**src/rtl/fft_frame_ctrl.sv**
```systemverilog
// Frames samples from a show-ahead FIFO into an FFT core sink, one NN-sample frame per fifo_full edge.
// Defining FFT_FRAME_GAP_EN adds a GAP-cycle idle period after each frame before returning to idle.
module fft_frame_ctrl #(
  parameter int NN  = 32,
  parameter int DW  = 16,
  parameter int GAP = 16
) (
  input  logic          clk,
  input  logic          rst_n,
  input  logic          fifo_full,
  input  logic          fifo_empty,
  input  logic [DW-1:0] fifo_q,
  output logic          fifo_rdreq,
  input  logic          sink_ready,
  output logic          sink_valid,
  output logic          sink_sop,
  output logic          sink_eop,
  output logic [DW-1:0] sink_data,
  input  logic          source_eop,
  input  logic          source_valid,
  output logic          busy,
  output logic [15:0]   frame_cnt,
  output logic          underrun,
  output logic          missed
);

  localparam int CW = $clog2(NN) + 1;

  typedef enum logic [1:0] {
    ST_IDLE   = 2'd0,
    ST_STREAM = 2'd1,
    ST_DRAIN  = 2'd2,
    ST_GAP    = 2'd3
  } state_e;

  state_e        state_q, state_d;
  logic          full_s1_q, full_s2_q;
  logic [CW-1:0] cnt_q, cnt_d;
  logic          valid_q, valid_d;
  logic          sop_q, sop_d;
  logic          eop_q, eop_d;
  logic [DW-1:0] data_q, data_d;
  logic [15:0]   frame_cnt_q, frame_cnt_d;
  logic          underrun_q, underrun_d;
  logic          missed_q, missed_d;

  logic start;
  logic all_loaded;
  logic xfer;
  logic load;

`ifdef FFT_FRAME_GAP_EN
  localparam int GW = $clog2(GAP + 1);
  logic [GW-1:0] gap_cnt_q, gap_cnt_d;
`endif

  assign start      = full_s1_q & ~full_s2_q;
  assign all_loaded = (cnt_q == CW'(NN));
  assign xfer       = valid_q & sink_ready;
  // The output register refills in the same cycle it empties, so full rate is kept under ready=1.
  assign load       = (state_q == ST_STREAM) & ~fifo_empty & ~all_loaded & (~valid_q | sink_ready);

  assign fifo_rdreq = load;
  assign busy       = (state_q != ST_IDLE);
  assign sink_valid = valid_q;
  assign sink_sop   = sop_q;
  assign sink_eop   = eop_q;
  assign sink_data  = data_q;
  assign frame_cnt  = frame_cnt_q;
  assign underrun   = underrun_q;
  assign missed     = missed_q;

  always_comb begin
    // NOTE: every next-state variable gets its hold value first so no path leaves it unassigned (no latches).
    state_d     = state_q;
    cnt_d       = cnt_q;
    valid_d     = valid_q;
    sop_d       = sop_q;
    eop_d       = eop_q;
    data_d      = data_q;
    frame_cnt_d = frame_cnt_q;
    underrun_d  = underrun_q;
    missed_d    = missed_q;
`ifdef FFT_FRAME_GAP_EN
    gap_cnt_d   = gap_cnt_q;
`endif

    if (start && (state_q != ST_IDLE)) missed_d = 1'b1;

    if (load) begin
      data_d  = fifo_q;
      valid_d = 1'b1;
      sop_d   = (cnt_q == '0);
      eop_d   = (cnt_q == CW'(NN - 1));
      cnt_d   = cnt_q + CW'(1);
    end else if (xfer) begin
      valid_d = 1'b0;
      sop_d   = 1'b0;
      eop_d   = 1'b0;
    end

    unique case (state_q)
      ST_IDLE: begin
        if (start) begin
          cnt_d      = '0;
          underrun_d = 1'b0;
          state_d    = ST_STREAM;
        end
      end
      ST_STREAM: begin
        if (fifo_empty && !all_loaded) underrun_d = 1'b1;
        if (xfer && eop_q) state_d = ST_DRAIN;
      end
      ST_DRAIN: begin
        if (source_valid && source_eop) begin
          frame_cnt_d = frame_cnt_q + 16'd1;
`ifdef FFT_FRAME_GAP_EN
          gap_cnt_d   = '0;
          state_d     = ST_GAP;
`else
          state_d     = ST_IDLE;
`endif
        end
      end
      ST_GAP: begin
`ifdef FFT_FRAME_GAP_EN
        if (gap_cnt_q == GW'(GAP - 1)) state_d = ST_IDLE;
        else                           gap_cnt_d = gap_cnt_q + GW'(1);
`else
        state_d = ST_IDLE;
`endif
      end
      default: state_d = ST_IDLE;
    endcase
  end

  // NOTE: sequential state uses non-blocking assignments so every register sees pre-edge values.
  always_ff @(posedge clk or negedge rst_n) begin
    if (!rst_n) begin
      // NOTE: the sample register is reset too, so a mid-frame abort leaves no stale data on the sink bus.
      state_q     <= ST_IDLE;
      full_s1_q   <= 1'b0;
      full_s2_q   <= 1'b0;
      cnt_q       <= '0;
      valid_q     <= 1'b0;
      sop_q       <= 1'b0;
      eop_q       <= 1'b0;
      data_q      <= '0;
      frame_cnt_q <= '0;
      underrun_q  <= 1'b0;
      missed_q    <= 1'b0;
    end else begin
      state_q     <= state_d;
      full_s1_q   <= fifo_full;
      full_s2_q   <= full_s1_q;
      cnt_q       <= cnt_d;
      valid_q     <= valid_d;
      sop_q       <= sop_d;
      eop_q       <= eop_d;
      data_q      <= data_d;
      frame_cnt_q <= frame_cnt_d;
      underrun_q  <= underrun_d;
      missed_q    <= missed_d;
    end
  end

`ifdef FFT_FRAME_GAP_EN
  always_ff @(posedge clk or negedge rst_n) begin
    if (!rst_n) gap_cnt_q <= '0;
    else        gap_cnt_q <= gap_cnt_d;
  end
`endif

endmodule

```
**config.mk**
```make
export PLATFORM = sky130hd
export DESIGN_NAME = fft_frame_ctrl
export DESIGN_NICKNAME = d
export VERILOG_FILES = /design/src/rtl/fft_frame_ctrl.sv
export SDC_FILE = /design/constraint.sdc
export NUM_CORES = 1
export LEC_CHECK = 0
export ABC_CLOCK_PERIOD_IN_PS = 5000
export CAP_MARGIN = 20
export CORE_MARGIN = 5
export CORE_UTILIZATION = 35
export DETAILED_ROUTE_END_ITERATION = 8
export GPL_ROUTABILITY_DRIVEN = 0
export PLACE_DENSITY = 0.7
export SLEW_MARGIN = 25
export SYNTH_ARGS = -nofsm -noshare
export SYNTH_HDL_FRONTEND = slang
export SYNTH_SLANG_ARGS = --single-unit
export TNS_END_PERCENT = 50
```
**constraint.sdc**
```tcl
create_clock -name clk -period 5 [get_ports clk]
set_input_delay 1 -clock clk [delete_from_list [all_inputs] [get_ports clk]]
set_output_delay 1 -clock clk [all_outputs]
set_load 0.02 [all_outputs]
```
==> impl_results.md, run 1 <==
* Number of cell rows at 27
* Final setup margin at 1.04 ns
* Drt drc at 0
* Final core occ at 50.6%
* Async set or reset register ratio after synthesis at 100%
* Cells after Synth at 158
* All-Layer GR Usage at 11.5%
* VDD IR max at 223 uV
* Min Tclk post-route at 3.96 ns
* Dpl hpwl at 2.98 mm
* Synth Register Bits at 47
* Worst min path class: flop to flop
* Count of different cell masters after synthesis at 36
* Vias in the first global route at 1409
* Vias at 1406
* Final ANT Viol Nets at 0
* Final TNS setup at 0 ns
* Finished Cell Area at 2820 um^2
* Die area at 7430 um^2
* Largest net degree at the start of global routing at 48
* CP Capture Type: output port
* Clk root buf: clkbuf_8
* Crit path depth at 5
* CTS tree: yes
* Most common cell on crit path: clkdlybuf4s50_1
* Setup CP Type: input pin to output port
* # IOs at 62
* First-pass GRT wire length at 6.88 mm
* Max Fclk at 0.252 GHz
* Top delay family on crit path: buffers and inverters
* Setup violations, final at 0
* Post-CTS Setup Bufs at 0
* Pwr per Cell Area at 462 nW/um^2
* Drt total wl at 3.99 mm
* Post_cts resized at 0
* Worst clock skew at 0.0111 ns
* Share of cells above drive strength 1 at 14.2%
* CORE AREA at 5570 um^2
* Worst-path cell chain: clkdlybuf4s50_1 > nor2b_1 > a2111oi_4 > buf_4 > clkdlybuf4s50_1
* Yosys warns at 0
* Dominant synthesized flop cell: dfrtp_1
* Hold-critical path depth at 0
* Worst Path Arrival at 2.96 ns
* Worst path slowest cell: clkdlybuf4s50_1
* PortBufs at 61
* NumNets Final at 251
* CP max FO at 22
* Detailed Routing Iterations Pass 1 at 4
* Clk sinks at 47
* Clk_lat worst skew at 0.29 ns
* Wire per inst at 13.4 um
* Relative slew margins at 42.3%
* Reg2Reg Depth at 6
* Fin. Hold Viols at 0
* Area after DPL at 2720 um^2
* Clock transition at path regs at 0.08 ns
* Static leakage at 0.00120 uW
* Outcome: finished, final reports clean
* Ant diodes at 0
* Htree depth at 2
* Syn nets at 184
* Worst setup SP type: input pin
* Top-area cell type share of the netlist area at 57.8%
* Synthesized area per cell at 12.9 um^2
* Maximum buffer depth of the clock tree at 2
* Synthesized cell area at 2030 um^2
* Chip width at 86.2 um
* Initial core utilization at 36.5%
* Syn-to-layout area delta at 38.6%
* Number of synthesized flops with an enable pin at 0
* Max cap viols at 0
* Fin crit share at 79.3%
* CTS Buf Count at 5
* Initial antenna violation count at 0
* Iter 0 DRT Violations at 23
* WP buf/inv at 3
* Critical Path Max Stage Delay at 0.66 ns
* Place WS at 1.04 ns
* Hold_buf cts at 0
* Slew Viols, Final at 0
* Crit path required time at 4.00 ns
* Worst-margin pin slew at 0.854 ns
* Grt total ovfl at 0
* Dominant cell type by area after synthesis: dfrtp_1
* Register area share after synthesis at 57.8%
* Die H at 86.2 um
* Area contributors post-synth: dfrtp_1 58%, mux2_2 8.9%, xnor2_1 5.6%
* RSZ-0062 raised after global routing: no
* Drt via density at 4.73
-- per-stage QoR --
step,total power (uW),hold slack [ns],cells
6_report,1300,0.436,297
4_1_cts,1320,0.433,297
2_1_floorplan,839,0.387,158
5_1_grt,1390,0.454,297
3_5_place_dp,1060,0.410,290
3_3_place_gp,1050,0.412,290
-- cells in the mapped netlist (2+ instances only) --
cell type  count
a21oi_1        2
and3_1         2
and4_1         2
buf_6          2
dfrtp_1       47
ha_1           3
inv_1          6
mux2_2        16
mux2i_1        2
nand2_1       19
nand3_1        7
nand4_1        5
nor2_1         6
o21ai_0        3
xnor2_1       13
xor2_1         3
-- final cells by class --
cell class	count	area [um^2]
flip-flops and latches	47	1180
multi-input cells	103	812
clock inverters	1	30.0
well taps	72	90.1
clock buffers	6	72.6
fillers	511	2760
inverters	6	22.5
repair buffers	62	616
-- path summary, 6_finish.rpt --
path	start	endpoint	slack (ns)
setup / recovery	sink_ready	fifo_rdreq	1.04
hold / removal	full_s1_q	full_s2_q	0.44
setup reg to reg	cnt_q[0]	sink_data[14]	3.05
hold reg to reg	full_s1_q	full_s2_q	0.44
max in group asynchronous	rst_n	underrun	3.90
min in group asynchronous	rst_n	sink_data[11]	0.71
-- state kept, by name (all words and copies together) (netlist names) --
name        flops
full_s1_q       1
full_s2_q       1
underrun        1
sink_eop        1
missed          1
sink_sop        1
sink_data      16
cnt_q           6
state_q         2
frame_cnt      16
sink_valid      1
-- where the power goes --
group	leakage [uW]	switching, uW	internal (uW)
Clock	0.0000513	114	147
Combinational	0.000566	229	257
Sequential	0.000587	77.9	477
Total	0.00120	421	881
-- per-layer routing --
layer  vias up  global-route usage, %  wire length [um]
met5         -                      0                 0
met4         0                   3.40                45
met3         5                   3.80               318
met2        46                   17.3              1780
met1       665                   16.0              1850
li1        690                      -                 -
-- logic make-up after synthesis --
logic type,count (synthesis),synth area share [%]
AO/OA/AOI/OAI,14,5.97
XOR/XNOR,16,6.89
adder cells (fa/ha/maj),3,1.85
buffers and inverters,8,2.22
flip-flops,47,57.8
multiplexers,18,9.85
AND/OR/NAND/NOR,52,15.4
-- cells in the final DEF, fill, tap and decap left out, types with 5 or more instances in the layout --
cell	instances
clkdlybuf4s50_1	60
dfrtp_1	47
nand2_1	19
mux2_2	16
xnor2_1	13
nand3_1	7
inv_1	6
nor2_1	6
nand4_1	5
clkbuf_8	5
Power figures use the tool's default switching activity.
==> run 2: changes to the inputs <==
ABC_CLOCK_PERIOD_IN_PS = 3800   (was 5000)
clock period = 3.8 ns   (was 5 ns; I/O delays follow)
==> run 2 against run 1 <==
First-iteration DRC count rose by 26%. Register-to-register slack got worse by 1.3 ns. Highest routed layer unchanged. Sequential cell count unchanged. Clock power is 64% higher. Power increased by 38%. Non-clock buffer count stayed put.
==> impl_results.md, run 2 (synthesized netlist as in run 1, its figures left out) <==
* Slew Viols, Final at 0 (unchanged)
* Initial antenna violation count at 0 (unchanged)
* Ant diodes at 0 (unchanged)
* Fin cells at 298 (+0.34%)
* Vias at 1426 (+1.4%)
* Worst setup SP type: input pin
* Share of cells above drive strength 1 at 15.0% (+0.82 points)
* Top delay family on crit path: buffers and inverters
* Number of cell rows at 27 (unchanged)
* Clk root buf: clkbuf_8
* Area after DPL at 2720 um^2 (unchanged)
* RSZ-0062 raised after global routing: no
* Dpl hpwl at 2.96 mm (-0.66%)
* NumNets Final at 251 (unchanged)
* Commonest non-fill, non-tap cells in the layout: 60 x clkdlybuf4s50_1, 47 x dfrtp_1, 19 x nand2_1
* Min Tclk post-route at 3.22 ns
* Final TNS setup at 0 ns (unchanged)
* Setup violations, final at 0 (unchanged)
* PortBufs at 61 (unchanged)
* Fin crit share at 84.7%
* CORE AREA at 5570 um^2 (unchanged)
* Htree depth at 2 (unchanged)
* Worst path slowest cell: clkdlybuf4s50_1
* VDD IR max at 286 uV (+28%)
* Clk_lat worst skew at 0.29 ns (about the same)
* Clock transition at path regs at 0.09 ns (about the same)
* CTS tree: yes
* All-Layer GR Usage at 11.2% (-0.37 points)
* Final ANT Viol Nets at 0 (unchanged)
* Post-CTS Setup Bufs at 0 (unchanged)
* Post_cts resized at 0 (unchanged)
* CP max FO at 4 (-82%)
* Pwr per Cell Area at 631 nW/um^2 (+37%)
* Maximum buffer depth of the clock tree at 2 (unchanged)
* Worst min path class: flop to flop
* Finished Cell Area at 2850 um^2 (+1.2%)
* Worst-margin pin slew at 0.771 ns (-0.0831 ns)
* # IOs at 62 (unchanged)
* Syn-to-layout area delta at 40.3%
* Detailed Routing Iterations Pass 1 at 4 (unchanged)
* Hold_buf cts at 0 (unchanged)
* Iter 0 DRT Violations at 29 (+26%)
* CTS Buf Count at 5 (unchanged)
* Final Power at 1800 uW (+38%)
* Commonest non-fill, non-tap cell in the layout: clkdlybuf4s50_1
* Max cap viols at 0 (unchanged)
* Clk sinks at 47 (unchanged)
* Worst clock skew at 0.00474 ns (-0.00633 ns)
* Fill cells at 512 (+0.20%)
* Largest net degree at the start of global routing at 48 (unchanged)
* Setup CP Type: input pin to output port
* Inst Count DP at 290 (unchanged)
* Fin. Hold Viols at 0 (unchanged)
* Chip width at 86.2 um (unchanged)
* Wire per inst at 13.4 um (+0.11%)
* Max Fclk at 0.311 GHz
* Crit path required time at 3.04 ns (-0.96 ns)
* Drt total wl at 4.01 mm (+0.45%)
* Final setup margin at 0.580 ns (-0.456 ns)
* Critical Path Max Stage Delay at 0.68 ns (+0.02 ns)
* WP buf/inv at 2 (-1)
* Vias in the first global route at 1395 (-0.99%)
* Relative slew margins at 47.9% (+5.6 points)
* Drt drc at 0 (unchanged)
* Worst-path cell chain: clkdlybuf4s50_1 > nor2b_1 > a2111oi_4 > clkdlybuf4s50_1
* Die area at 7430 um^2 (unchanged)
* Outcome: finished, final reports clean
* Initial core utilization at 36.5% (unchanged)
* Most common cell on crit path: clkdlybuf4s50_1
* Grt total ovfl at 0 (unchanged)
* Worst Path Arrival at 2.46 ns (-0.50 ns)
* Static leakage at 0.00122 uW (+1.1%)
* First-pass GRT wire length at 6.67 mm (-3.1%)
* Drt via density at 4.79 (+1.1%)
* CP Capture Type: output port
* Die H at 86.2 um (unchanged)
* Place WS at 0.571 ns (-0.465 ns)
==> run 2: cell count changes in the layout (fill, tap and decap cells not counted) <==
| cell | delta |
|---|---|
| bufinv_16 | +1 |
| clkinvlp_4 | +1 |
| clkbuf_1 | -1 |
==> run 2: worst reg2reg max path, stage by stage (launching register included) <==
cell,delay [ns]
dfrtp_1,0.39
inv_1,0.07
ha_1,0.20
nor4b_4,0.14
a2111oi_4,0.40
buf_4,0.33
mux2_2,0.38
==> run 2: metal layers <==
layer | GRT usage (%) | routed length, um | vias up
li1 | - | - | 690
met1 | 15.0 | 1840 | 688
met2 | 17.2 | 1830 | 42
met3 | 3.71 | 288 | 6
met4 | 3.40 | 48 | 0
met5 | 0 | 0 | -
==> run 2: area by class of cell <==
class                   count  area (um^2)  share of cell area (%)
repair buffers             62          616                    21.6
clock buffers               5         68.8                    2.41
well taps                  72         90.1                    3.16
flip-flops and latches     47         1180                    41.2
multi-input cells         103          812                    28.5
inverters                   6         22.5                   0.789
clock inverters             3         67.6                    2.37
==> run 2: path summary, 6_finish.rpt <==
| kind | from | end | slack [ns] | cells past startpoint |
|---|---|---|---|---|
| setup / recovery | sink_ready | fifo_rdreq | 0.58 | 4 |
| hold / removal | full_s1_q | full_s2_q | 0.44 | 0 |
| setup reg to reg | cnt_q[0] | sink_data[0] | 1.78 | 6 |
| hold reg to reg | full_s1_q | full_s2_q | 0.44 | 0 |
| max in group asynchronous | rst_n | frame_cnt[5] | 2.94 | 1 |
| min in group asynchronous | rst_n | sink_data[2] | 0.46 | 1 |
==> run 2: through the flow <==
stage / util [%] / hold slack [ns]
final: 51.2 / 0.444
after global routing: 51.2 / 0.465
after CTS: 51.2 / 0.441
after detailed placement: 48.7 / 0.418
after global placement: 48.7 / 0.411
after floorplan: - / 0.387
==> run 2: where the power goes <==
part	internal, uW	switching, uW	leakage, uW	total [uW]
logic	337	302	0.000566	639
clock network	262	165	0.0000644	427
registers	628	105	0.000587	733
==> run 3: changes to the inputs <==
ABC_CLOCK_PERIOD_IN_PS = 2590   (was 3800)
PLACE_DENSITY = 0.72   (was 0.7)
clock period = 2.59 ns   (was 3.8 ns; I/O delays follow)
==> run 3 against run 2 <==
Clock-buffer cell count increased by 1. Clock skew increased by 0.0020 ns. Global-route usage increased by 0.76 points. Clock power increased by 30%. Setup slack got worse by 0.37 ns. Hold slack got worse by 0.14 ns. Non-clock buffer count increased by 5. Sequential share of layout area decreased by 0.22 points. Critical endpoint unchanged. Largest cell class unchanged.
==> impl_results.md, run 3 (synthesized netlist as in run 1, its figures left out) <==
* Share of cells above drive strength 1 at 16.9% (+1.8 points)
* Clk_lat worst skew at 0.29 ns (about the same)
* Hold_buf cts at 0 (unchanged)
* Post-CTS Setup Bufs at 0 (unchanged)
* NumNets Final at 256 (+2.0%)
* Worst-margin pin slew at 0.797 ns (+0.0262 ns)
* Clk pwr share at 21.5% (-2.2 points)
* Critical Path Max Stage Delay at 0.40 ns (-0.28 ns)
* Static leakage at 0.00124 uW (+1.9%)
* CTS Buf Count at 5 (unchanged)
* Fin cells at 303 (+1.7%)
* Fin. Hold Viols at 0 (unchanged)
* PortBufs at 61 (unchanged)
* Chip width at 86.2 um (unchanged)
* Vias at 1446 (+1.4%)
* VDD IR max at 381 uV (+33%)
* Min Tclk post-route at 2.38 ns
* Commonest non-fill, non-tap cell in the layout: clkdlybuf4s50_1
* Final Power at 2580 uW (+43%)
* Inst Count DP at 295 (+1.7%)
* Drt drc at 0 (unchanged)
* CTS tree: yes
* Clk sinks at 47 (unchanged)
* Clock transition at path regs at 0.09 ns (about the same)
* Commonest non-fill, non-tap cells in the layout: 59 x clkdlybuf4s50_1, 47 x dfrtp_1, 19 x nand2_1
* Vias in the first global route at 1533 (+9.9%)
* Wire per inst at 14.0 um (+4.0%)
* All-Layer GR Usage at 11.9% (+0.76 points)
* Max Fclk at 0.420 GHz
* RSZ-0062 raised after global routing: no
* Setup violations, final at 0 (unchanged)
* Worst Path Arrival at 1.86 ns (-0.60 ns)
* Worst-path cell chain: inv_1 > ha_1 > nor4b_4 > a2111oi_4 > dlygate4sd2_1
* # IOs at 62 (unchanged)
* Crit path required time at 2.07 ns (-0.97 ns)
* Clk root buf: clkbuf_8
* Total net switching power at 846 uW (+48%)
* Final setup margin at 0.208 ns (-0.372 ns)
* Sw frac at 32.8% (+1.0 points)
* CORE AREA at 5570 um^2 (unchanged)
* Place WS at -0.0697 ns (-0.640 ns)
* Maximum buffer depth of the clock tree at 2 (unchanged)
* Die area at 7430 um^2 (unchanged)
* Worst clock skew at 0.00672 ns (+0.00199 ns)
* Drt via density at 4.77 (-0.27%)
* CP Capture Type: output port
* Syn-to-layout area delta at 41.0%
* Comb power frac at 36.8% (+1.3 points)
* Ant diodes at 0 (unchanged)
* Worst setup SP type: flop
* Worst min path class: input pin to asynchronous set/reset pin
* CP max FO at 4 (unchanged)
* Relative slew margins at 46.1% (-1.8 points)
* Grt total ovfl at 0 (unchanged)
* Die H at 86.2 um (unchanged)
* Post_cts resized at 1 (+1)
* Largest net degree at the start of global routing at 48 (unchanged)
* Number of cell rows at 27 (unchanged)
* Outcome: finished, final reports clean
* Detailed Routing Iterations Pass 1 at 4 (unchanged)
* Final ANT Viol Nets at 0 (unchanged)
* Setup CP Type: flop to output port
* Initial core utilization at 36.5% (unchanged)
* Max cap viols at 0 (unchanged)
* Drt total wl at 4.24 mm (+5.8%)
* Int Power at 1730 uW (+41%)
* Htree depth at 2 (unchanged)
* Sequential group share of total power at 41.6% (+0.9 points)
* Slew Viols, Final at 0 (unchanged)
* First-pass GRT wire length at 7.11 mm (+6.7%)
* Dpl hpwl at 3.13 mm (+5.9%)
* Fin crit share at 92.0%
* Initial antenna violation count at 0 (unchanged)
* Iter 0 DRT Violations at 54 (+86%)
* Pwr per Cell Area at 898 nW/um^2 (+42%)
* Worst path slowest cell: dfrtp_1
[run 3: cell types whose count changed in the layout (fill, tap and decap cells not counted)]
cell             change
clkdlybuf4s50_1      -1
clkinv_2             +1
dlygate4sd2_1        +1
clkinvlp_4           -1
buf_4                +4
clkbuf_8             +1
buf_2                +1
bufinv_16            -1
[run 3: final cells by class]
cell class | instances | area [um^2]
clock buffers | 6 | 82.6
clock inverters | 2 | 35.0
fillers | 492 | 2710
inverters | 6 | 22.5
multi-input cells | 103 | 812
flip-flops and latches | 47 | 1180
well taps | 72 | 90.1
repair buffers | 67 | 649
[run 3: power by group through the flow]
stage	registers [uW]	clock network, uW	logic (uW)
after floorplan	1240	0	382
after global placement	1080	0	950
after detailed placement	1090	0	966
after CTS	1080	576	965
after global routing	1100	596	1030
final	1070	555	949
[run 3: metal layers]
metal,GRT usage (%),wire length (um),vias to the layer above
met1,15.4,1910,692
met3,3.42,311,7
met4,4.25,41,0
met2,19.1,1970,49
met5,0,0,-
li1,-,-,698
[run 3: worst paths after layout]
path                            startpoint       endpoint  slack [ns]  cells past startpoint
worst max register to register    cnt_q[0]   sink_data[8]        0.58                      6
worst max-delay path              cnt_q[0]     fifo_rdreq        0.21                      5
max in group asynchronous            rst_n       sink_eop        1.89                      2
worst min register to register   full_s1_q      full_s2_q        0.44                      0
worst min-delay path                 rst_n  frame_cnt[15]        0.30                      2
min in group clk                 full_s1_q      full_s2_q        0.44                      0
[run 3: through the flow]
step,hold WS (ns),TNS (ns),instance area [um^2],util (%)
floorplan,0.222,0,2030,-
global placement,0.413,-0.0796,2750,49.4
detailed placement,0.418,-0.0697,2750,49.4
CTS,0.331,0,2870,51.4
global route,0.359,0,2870,51.4
finish,0.301,0,2870,51.4
[run 3: worst max-delay path: cells and delay by family, from the launching register on]
family,cells,cell delay [ns]
flops,1,0.40
compound gates,1,0.37
simple gates,1,0.14
buf+inv,2,0.46
fa+ha+maj,1,0.19
